<file path="src/rtl/imul_idiv_pkg.sv">
// Shared mul/div definitions: FSM states of the share arbiter, funct3 codes of the M extension,
// and the latched operand bundle handed to the shared unit.
package imul_idiv_pkg;

    localparam int MD_WIDTH  = 32;
    localparam int MD_FUN3_W = 3;

    typedef enum logic [1:0] {
        eIDLE  = 2'd0,
        eISSUE = 2'd1,
        eBUSY  = 2'd2
    } md_state_e;

    localparam logic [MD_FUN3_W-1:0] MD_MUL_FUN3    = 3'b000;
    localparam logic [MD_FUN3_W-1:0] MD_MULH_FUN3   = 3'b001;
    localparam logic [MD_FUN3_W-1:0] MD_MULHSU_FUN3 = 3'b010;
    localparam logic [MD_FUN3_W-1:0] MD_MULHU_FUN3  = 3'b011;
    localparam logic [MD_FUN3_W-1:0] MD_DIV_FUN3    = 3'b100;
    localparam logic [MD_FUN3_W-1:0] MD_DIVU_FUN3   = 3'b101;
    localparam logic [MD_FUN3_W-1:0] MD_REM_FUN3    = 3'b110;
    localparam logic [MD_FUN3_W-1:0] MD_REMU_FUN3   = 3'b111;

    typedef struct packed {
        logic [MD_WIDTH-1:0]  op_a;
        logic [MD_WIDTH-1:0]  op_b;
        logic [MD_FUN3_W-1:0] funct3;
    } md_req_t;

endpackage

</file>
<file path="src/rtl/bsg_arb_round_robin.sv">
// Round-robin arbiter: picks the first requester at or after the pointer.
// Latency: combinational grant; pointer moves the cycle after yumi_i.
// Backpressure: pointer only advances when the winner is consumed via yumi_i.
module bsg_arb_round_robin #(
    parameter  int width_p     = 4,
    localparam int lg_width_lp = (width_p > 1) ? $clog2(width_p) : 1
) (
    input  logic                   clk_i,
    input  logic                   reset_i,
    input  logic [width_p-1:0]     reqs_i,
    output logic [width_p-1:0]     grants_o,
    output logic                   v_o,
    output logic [lg_width_lp-1:0] tag_o,
    input  logic                   yumi_i
);

    logic [lg_width_lp-1:0] rr_r;

    always_comb begin
        int idx;
        idx      = 0;
        grants_o = '0;
        v_o      = 1'b0;
        tag_o    = '0;
        for (int k = 0; k < width_p; k++) begin
            idx = int'(rr_r) + k;
            if (idx >= width_p) idx = idx - width_p;
            if (!v_o && reqs_i[idx]) begin
                v_o           = 1'b1;
                tag_o         = lg_width_lp'(idx);
                grants_o[idx] = 1'b1;
            end
        end
    end

    // The winner drops to lowest priority; the last slot wraps to slot 0.
    always_ff @(posedge clk_i) begin
        if (reset_i) begin
            rr_r <= '0;
        end else if (yumi_i) begin
            rr_r <= (tag_o == lg_width_lp'(width_p - 1)) ? '0 : tag_o + 1'b1;
        end
    end

endmodule

</file>
<file path="src/rtl/imul_idiv_share_arb.sv">
// Shares one iterative mul/div unit among num_req_p requesters, one op in flight.
// Latency: accept N, md_v_o N+1, result to owner after the unit's latency.
// Backpressure: ready_o low outside IDLE; owner may stall yumi_i, unit holds its result.
module imul_idiv_share_arb
    import imul_idiv_pkg::*;
#(
    parameter  int width_p   = 32,
    parameter  int num_req_p = 4,
    localparam int lg_req_lp = $clog2(num_req_p)
) (
    input  logic                           clk_i,
    input  logic                           reset_i,
    input  logic [num_req_p-1:0]           v_i,
    output logic [num_req_p-1:0]           ready_o,
    input  logic [num_req_p*width_p-1:0]   opA_i,
    input  logic [num_req_p*width_p-1:0]   opB_i,
    input  logic [num_req_p*3-1:0]         funct3_i,
    output logic [num_req_p-1:0]           v_o,
    output logic [width_p-1:0]             result_o,
    input  logic [num_req_p-1:0]           yumi_i,
    output logic                           md_v_o,
    input  logic                           md_ready_i,
    output logic [width_p-1:0]             md_opA_o,
    output logic [width_p-1:0]             md_opB_o,
    output logic [2:0]                     md_funct3_o,
    input  logic                           md_v_i,
    input  logic [width_p-1:0]             md_result_i,
    output logic                           md_yumi_o
);

    md_state_e              state_r;
    logic [lg_req_lp-1:0]   owner_r;
    md_req_t                req_r;
    md_req_t                sel_req;

    logic [num_req_p-1:0]   arb_grants;
    logic                   arb_v;
    logic [lg_req_lp-1:0]   arb_tag;
    logic                   accept;
    logic [num_req_p-1:0]   owner_onehot;

    assign accept = (state_r == eIDLE) && arb_v;

    bsg_arb_round_robin #(
        .width_p (num_req_p)
    ) arb (
        .clk_i    (clk_i),
        .reset_i  (reset_i),
        .reqs_i   (v_i),
        .grants_o (arb_grants),
        .v_o      (arb_v),
        .tag_o    (arb_tag),
        .yumi_i   (accept)
    );

    always_comb begin
        sel_req        = '0;
        sel_req.op_a   = opA_i[arb_tag*width_p +: width_p];
        sel_req.op_b   = opB_i[arb_tag*width_p +: width_p];
        sel_req.funct3 = funct3_i[arb_tag*3 +: 3];
    end

    always_ff @(posedge clk_i) begin
        if (reset_i) begin
            state_r <= eIDLE;
            owner_r <= '0;
            req_r   <= '0;
        end else begin
            case (state_r)
                eIDLE: begin
                    if (accept) begin
                        state_r <= eISSUE;
                        owner_r <= arb_tag;
                        req_r   <= sel_req;
                    end
                end
                eISSUE: begin
                    if (md_ready_i) state_r <= eBUSY;
                end
                eBUSY: begin
                    if (md_yumi_o) state_r <= eIDLE;
                end
                default: state_r <= eIDLE;
            endcase
        end
    end

    assign owner_onehot = {{(num_req_p-1){1'b0}}, 1'b1} << owner_r;

    assign ready_o     = (state_r == eIDLE) ? arb_grants : '0;
    assign md_v_o      = (state_r == eISSUE);
    assign md_opA_o    = req_r.op_a;
    assign md_opB_o    = req_r.op_b;
    assign md_funct3_o = req_r.funct3;

    // Result path is live only in BUSY; stray yumi from non-owners never reaches the unit.
    assign v_o       = ((state_r == eBUSY) && md_v_i) ? owner_onehot : '0;
    assign result_o  = md_result_i;
    assign md_yumi_o = (state_r == eBUSY) && md_v_i && yumi_i[owner_r];

    a_ready_onehot0: assert property (@(posedge clk_i) disable iff (reset_i) $onehot0(ready_o));
    a_v_onehot0:     assert property (@(posedge clk_i) disable iff (reset_i) $onehot0(v_o));
    a_md_v_issue:    assert property (@(posedge clk_i) disable iff (reset_i) md_v_o |-> (state_r == eISSUE));
    a_md_yumi_v:     assert property (@(posedge clk_i) disable iff (reset_i) md_yumi_o |-> md_v_i);

endmodule

</file>
<file path="config.mk">
export PLATFORM = sky130hd
export DESIGN_NAME = imul_idiv_share_arb
export DESIGN_NICKNAME = d
export VERILOG_FILES = /design/src/rtl/imul_idiv_pkg.sv /design/src/rtl/bsg_arb_round_robin.sv /design/src/rtl/imul_idiv_share_arb.sv
export SDC_FILE = /design/constraint.sdc
export NUM_CORES = 1
export LEC_CHECK = 0
export ABC_CLOCK_PERIOD_IN_PS = 11170
export CAP_MARGIN = 20
export CORE_AREA = 2 2 165 167
export CTS_BUF_LIST = sky130_fd_sc_hd__clkbuf_16
export DETAILED_ROUTE_END_ITERATION = 10
export DIE_AREA = 0 0 167 169
export PLACE_DENSITY_LB_ADDON = 0.1
export SLEW_MARGIN = 30
export SYNTH_ARGS = -nofsm -noshare
export SYNTH_HDL_FRONTEND = slang
export SYNTH_SLANG_ARGS = --single-unit
export TNS_END_PERCENT = 1
</file>
<file path="constraint.sdc">
create_clock -name clk_i -period 11.17 [get_ports clk_i]
set_clock_uncertainty 0.1 [all_clocks]
set_input_delay 1.6755 -clock clk_i [delete_from_list [all_inputs] [get_ports clk_i]]
set_output_delay 1.6755 -clock clk_i [all_outputs]
set_load 0.01 [all_outputs]
</file>
; Yosys cells after proc, flatten, opt, wreduce, memory -nomap -nowiden
; Cells that the tools add are included.
[totals]
register_bits = 73
input_bits = 312
output_inout_bits = 109
[op_classes]
addsub = 8
multipliers = 1
magnitude_cmp = 13
eq_ne = 6
shifts = 4
mux = 45
bitwise = 3
n_reduce_logical = 16
[op_table]
columns = op, count
row1 = indexed part select 128 x 8 -> 32 bit, 2
row2 = ">= comparator 32 x 1 -> 1 bit, second input constant", 4
row3 = "< comparator 32 x 4 -> 1 bit, second input constant", 4
row4 = 2-to-1 mux 32 bit, 4
row5 = ">= comparator 32 x 4 -> 1 bit, second input constant", 3
row6 = "subtractor 32 x 4 -> 32 bit, second input constant", 3
row7 = 2-to-1 mux 4 bit, 6
row8 = 2-to-1 mux 1 bit, 17
row9 = 2-to-1 mux 2 bit, 8
row10 = OR 4 bit, 3
row11 = indexed part select 12 x 5 -> 3 bit, 1
row12 = binary-select mux 1 bit (select 2 bit), 5
row13 = logical AND 1 bit, 10
row14 = demux 1 bit (select 2 bit), 4
row15 = "adder 2 x 2 -> 3 bit, second input constant", 2
row16 = one-hot mux 2 bit (3 select lines), 1
row17 = "== test 2 bit, second input constant", 2
row18 = "multiplier 2 x 2 -> 4 bit, second input constant", 1
row19 = "!= test 2 bit, second input constant", 2
row20 = "<< shifter 1 x 2 -> 4 bit, first input constant", 1
row21 = "subtractor 2 x 3 -> 4 bit, second input constant", 1
row22 = "adder 2 x 1 -> 3 bit, second input constant", 1
row23 = ">= comparator 2 x 3 -> 1 bit, second input constant", 1
row24 = logical NOT 1 bit, 3
row25 = other kinds (7), 7

; Logic depth before layout (Yosys ltp)
[depth]
word_depth = 18
mapped_depth = 14

; By module
; A second synthesis with hierarchy kept.
[hier_totals]
hier_cells = 354
area_unflattened_um2 = 4684.5
[modules_own_cells]
columns = module, n_inst, cells_each, area_each_um2
row1 = imul_idiv_share_arb, 1, 296, 4130.2
row2 = bsg_arb_round_robin, 1, 58, 554.3

; Least setup slack after synthesis
; No wires, ideal clock.
[synth_path]
kind = in2out
startpoint = input v_i[0]
endpoint = output ready_o[0]
arrival_ns = 3.123
required_time_ns = 9.395
setup_slack_ns = 6.271
cell_stages = 6
path_buffers = 2
path_cell_list = buf_2 mux4_2 buf_2 nor4b_2 a221oi_1 nor2_1
[synth_between]
elab_chain_cells = 14
word_cells_on_any_way = 29
cone_classes = mux: 20 / bitwise: 3 / reduce/logical: 6
[synth_lines]
columns = element, line
row1 = from (decl), imul_idiv_share_arb.sv:13  ; input logic [num_req_p-1:0] v_i,
row2 = binary-select mux 1 bit (select 2 bit), bsg_arb_round_robin.sv:28  ; if (!v_o && reqs_i[idx]) begin
row3 = 2-to-1 mux 1 bit (implied by the code) (2 in a row), bsg_arb_round_robin.sv:28
row4 = 2-to-1 mux 1 bit, bsg_arb_round_robin.sv:28
row5 = logical NOT 1 bit, bsg_arb_round_robin.sv:28
row6 = logical AND 1 bit, bsg_arb_round_robin.sv:28
row7 = 2-to-1 mux 1 bit, bsg_arb_round_robin.sv:28
row8 = logical NOT 1 bit, bsg_arb_round_robin.sv:28
row9 = logical AND 1 bit, bsg_arb_round_robin.sv:28
row10 = 2-to-1 mux 1 bit, bsg_arb_round_robin.sv:28
row11 = logical NOT 1 bit, bsg_arb_round_robin.sv:28
row12 = logical AND 1 bit, bsg_arb_round_robin.sv:28
row13 = 2-to-1 mux 4 bit (*), bsg_arb_round_robin.sv:28
row14 = 2-to-1 mux 4 bit (*), imul_idiv_share_arb.sv:90  ; assign ready_o = (state_r == eIDLE) ? arb_grants : '0;
row15 = to (decl), imul_idiv_share_arb.sv:14  ; output logic [num_req_p-1:0] ready_o,
; Mark *: on every way between the ends. The rest lies on a longest branch, timed or not. The select of a mux whose other input is x is not followed.

; Final worst setup path
[layout_path]
startpoint = input v_i[0]
endpoint = output ready_o[1]
; The elaborated chain is that of the path after synthesis.

==> metrics.cfg <==
[timing]
relSlewSlack_pct = 40.5
drv_slew = 0
max_freq_mhz = 163
fin_crit_ps = 6120
rsz0062_at_grt = false
hold_viol_final = 0
tns_ps = 0
worst_slew_pin_slew_ps = 892
finalWorstSetupSlack_ps = 5050
holdWs_ps = 362
setup-violations-final = 0
post-route-period-util_pct = 54.8

[grt]
antenna_found_initial = 0
grt_overflow = 0
grt_pass1_wl_um = 32100
busiest_layer = met2
grt_util_all_layers_pct = 14.9
grt_pass1_vias = 5203
grtUsageMet2_pct = 28.3
grt_max_degree = 53
use_met1_pct = 16.1
grt_use_met3_pct = 4.37

[clocking]
cts.sinks = 73
tritoncts = yes
cts_max_path_buffers = 2
cts_setup_buffers = 0
cts_buffers = 9
h-tree-depth = 3
clk_pin_slew_ps = 60
post_cts_resized = 0
clock_latency_ps = 340
holdBufCountCts = 0
cts_root_buf = clkbuf_16

[synthesis]
ys_types = 45
yosysTopAreaCellShare_pct = 32.6
async_flop_share_pct = 0
netlist_area_mm2 = 0.00448
syn_avg_cell_area_um2 = 9.57
synth_edf_count = 0
synth.area.top_cells = dfxtp_1 33%, mux2i_1 21%, a222oi_1 10%
syn_inst = 468
synth-main-ff-cell = dfxtp_1
ys_ff_latch = 73
synth_commonest_cells = 92 x mux2i_1, 73 x dfxtp_1, 45 x a222oi_1
yosysWarnings = 0
ys_seq_area_share_pct = 32.6
syn_nets = 785
yosysMostFrequentCell = mux2i_1
synth_top_area_cell = dfxtp_1

[setup_path]
worst_ep_required_time_ps = 9390
slowest_stage = mux4_2
cp_common_cell = clkdlybuf4s50_1
endpoint = ready_o[1]
crit_fanout = 14
start_kind = input port
cp_num_cells = 6
r2r-start = arb.rr_r[1]$_SDFFE_PP0P_
cp-end-kind = output pin
timing.rr.end = md_opA_o[2]$_SDFFE_PP0P_
max_stage_delay_ps = 670
crit_chain = clkdlybuf4s50_1, mux4_2, nor4b_2, a221oi_1, nor2_1, clkdlybuf4s50_1
ff2ff_setup_slack_ps = 6270
crit_start = v_i[0]
crit_arrival_ps = 4350
cp_top_family = buffers and inverters
critPathBufInv = 2
crit_type = input port to output pin
worst_r2r_path_depth = 10

[place]
dp.cells = 1097
gp_congestion = 0.835
place_ws_ps = 5050
port_buffers = 356
dpl-instance-area_mm2 = 0.00810
dpl.hpwl_um = 16900

[layout]
drive_above_1_share_pct = 5.05
num-nets-final = 1084
final_area_mm2 = 0.00837
area_delta_synth_final_pct = 86.7
finalNonFillerCells = 1113
antenna_cells = 0
final_core_util_pct = 31.6

[routing]
viasPerCell = 4.57
totalWireLength_um = 22300
vias = 5084
drc_errors = 0
drtIter0Drc = 303
wl_per_cell_um = 20.0
antenna_left = 0
dr.pass1.iters = 6

[floorplan]
die-area_mm2 = 0.0282
die_h_um = 169
pin_count = 421
dieWidth_um = 167
start_util_pct = 16.9
fp-row-count = 60
core-area_mm2 = 0.0265

[run_status]
outcome = complete, no violations

[power]
peakVddDrop_v = 0.0000924
p_per_area_mw_per_mm2 = 226
power_mw = 1.89
p_leak_nw = 3.25

[worst_hold_path]
hold_path.class = register to register

[run]
maxCapViolations = 0

worst register-to-register path, stage by stage, from the launching register on:
cell       delay [ps]
dfxtp_1           580
inv_1             190
ha_1              410
mux4_2            660
a21o_1            250
a22oi_2           690
buf_4             650
buf_4             720
mux2i_1           330
a2bb2oi_1         170
nand2_1            60
placed cells by master, fill, tap and decap left out, drive strengths merged, types with 2 or more instances in the layout:
| cell | instances |
|---|---|
| clkbuf | 9 |
| a211oi | 2 |
| a22oi | 9 |
| nor2 | 26 |
| o21ai | 47 |
| nor4b | 2 |
| nand2 | 25 |
| or3 | 2 |
| ha | 5 |
| or2 | 2 |
| inv | 5 |
| dfxtp | 73 |
| nor2b | 2 |
| a221oi | 5 |
| buf | 8 |
| mux2i | 92 |
| mux4 | 5 |
| a21oi | 6 |
| a2bb2oi | 4 |
| a21boi | 2 |
| o221ai | 19 |
| nor3 | 2 |
| clkinv | 6 |
| a222oi | 45 |
| clkdlybuf4s50 | 356 |
how the worst min path moves through the flow:
stage | endpoint | start | slack [ps] | cells after the start
after floorplan | md_opB_o[25]$_SDFFE_PP0P_ | md_opB_o[25]$_SDFFE_PP0P_ | 400 | 2
after global placement | md_opB_o[7]$_SDFFE_PP0P_ | md_opB_o[7]$_SDFFE_PP0P_ | 350 | 2
after detailed placement | md_opB_o[7]$_SDFFE_PP0P_ | md_opB_o[7]$_SDFFE_PP0P_ | 350 | 2
after CTS | md_opB_o[7]$_SDFFE_PP0P_ | md_opB_o[7]$_SDFFE_PP0P_ | 360 | 2
after global routing | md_opB_o[18]$_SDFFE_PP0P_ | md_opB_o[18]$_SDFFE_PP0P_ | 400 | 2
final | md_opB_o[7]$_SDFFE_PP0P_ | md_opB_o[7]$_SDFFE_PP0P_ | 360 | 2
layout make-up:
cell class | instances | area [um^2]
clock buffers | 9 | 225
inverters | 4 | 15.0
fillers | 2732 | 18100
well taps | 341 | 427
clock inverters | 7 | 38.8
multi-input cells | 315 | 2570
flip-flops and latches | 73 | 1460
repair buffers | 364 | 3620
logic make-up after synthesis:
group	after synthesis	synth area share, %
AOI/OAI and AO/OA	145	25.0
xor gates and xnor gates	1	0.196
adders and majority gates	5	1.40
buffers and inverters	80	10.7
DFF	73	32.6
muxes	98	23.3
and+or+nand+nor	66	6.76
flip-flops by register name, summed over array words and instances (netlist names):
| name | cells |
|---|---|
| md_opA_o | 32 |
| md_opB_o | 32 |
| md_funct3_o | 3 |
| arb.rr_r | 2 |
| owner_r | 2 |
| state_r | 2 |
power by group:
part	total, mW	switching (mW)	internal [mW]
clock	0.273	0.125	0.148
sequential	0.458	0.0737	0.385
combinational	1.16	0.557	0.600
total	1.89	0.756	1.13
per-layer routing:
layer / part of all wire [%] / wire length, um
met3: 6.3 / 1410
met4: 1.6 / 352
met5: 0 / 0
met1: 37 / 8340
met2: 55 / 12200
Power figures use the tool's default switching activity.
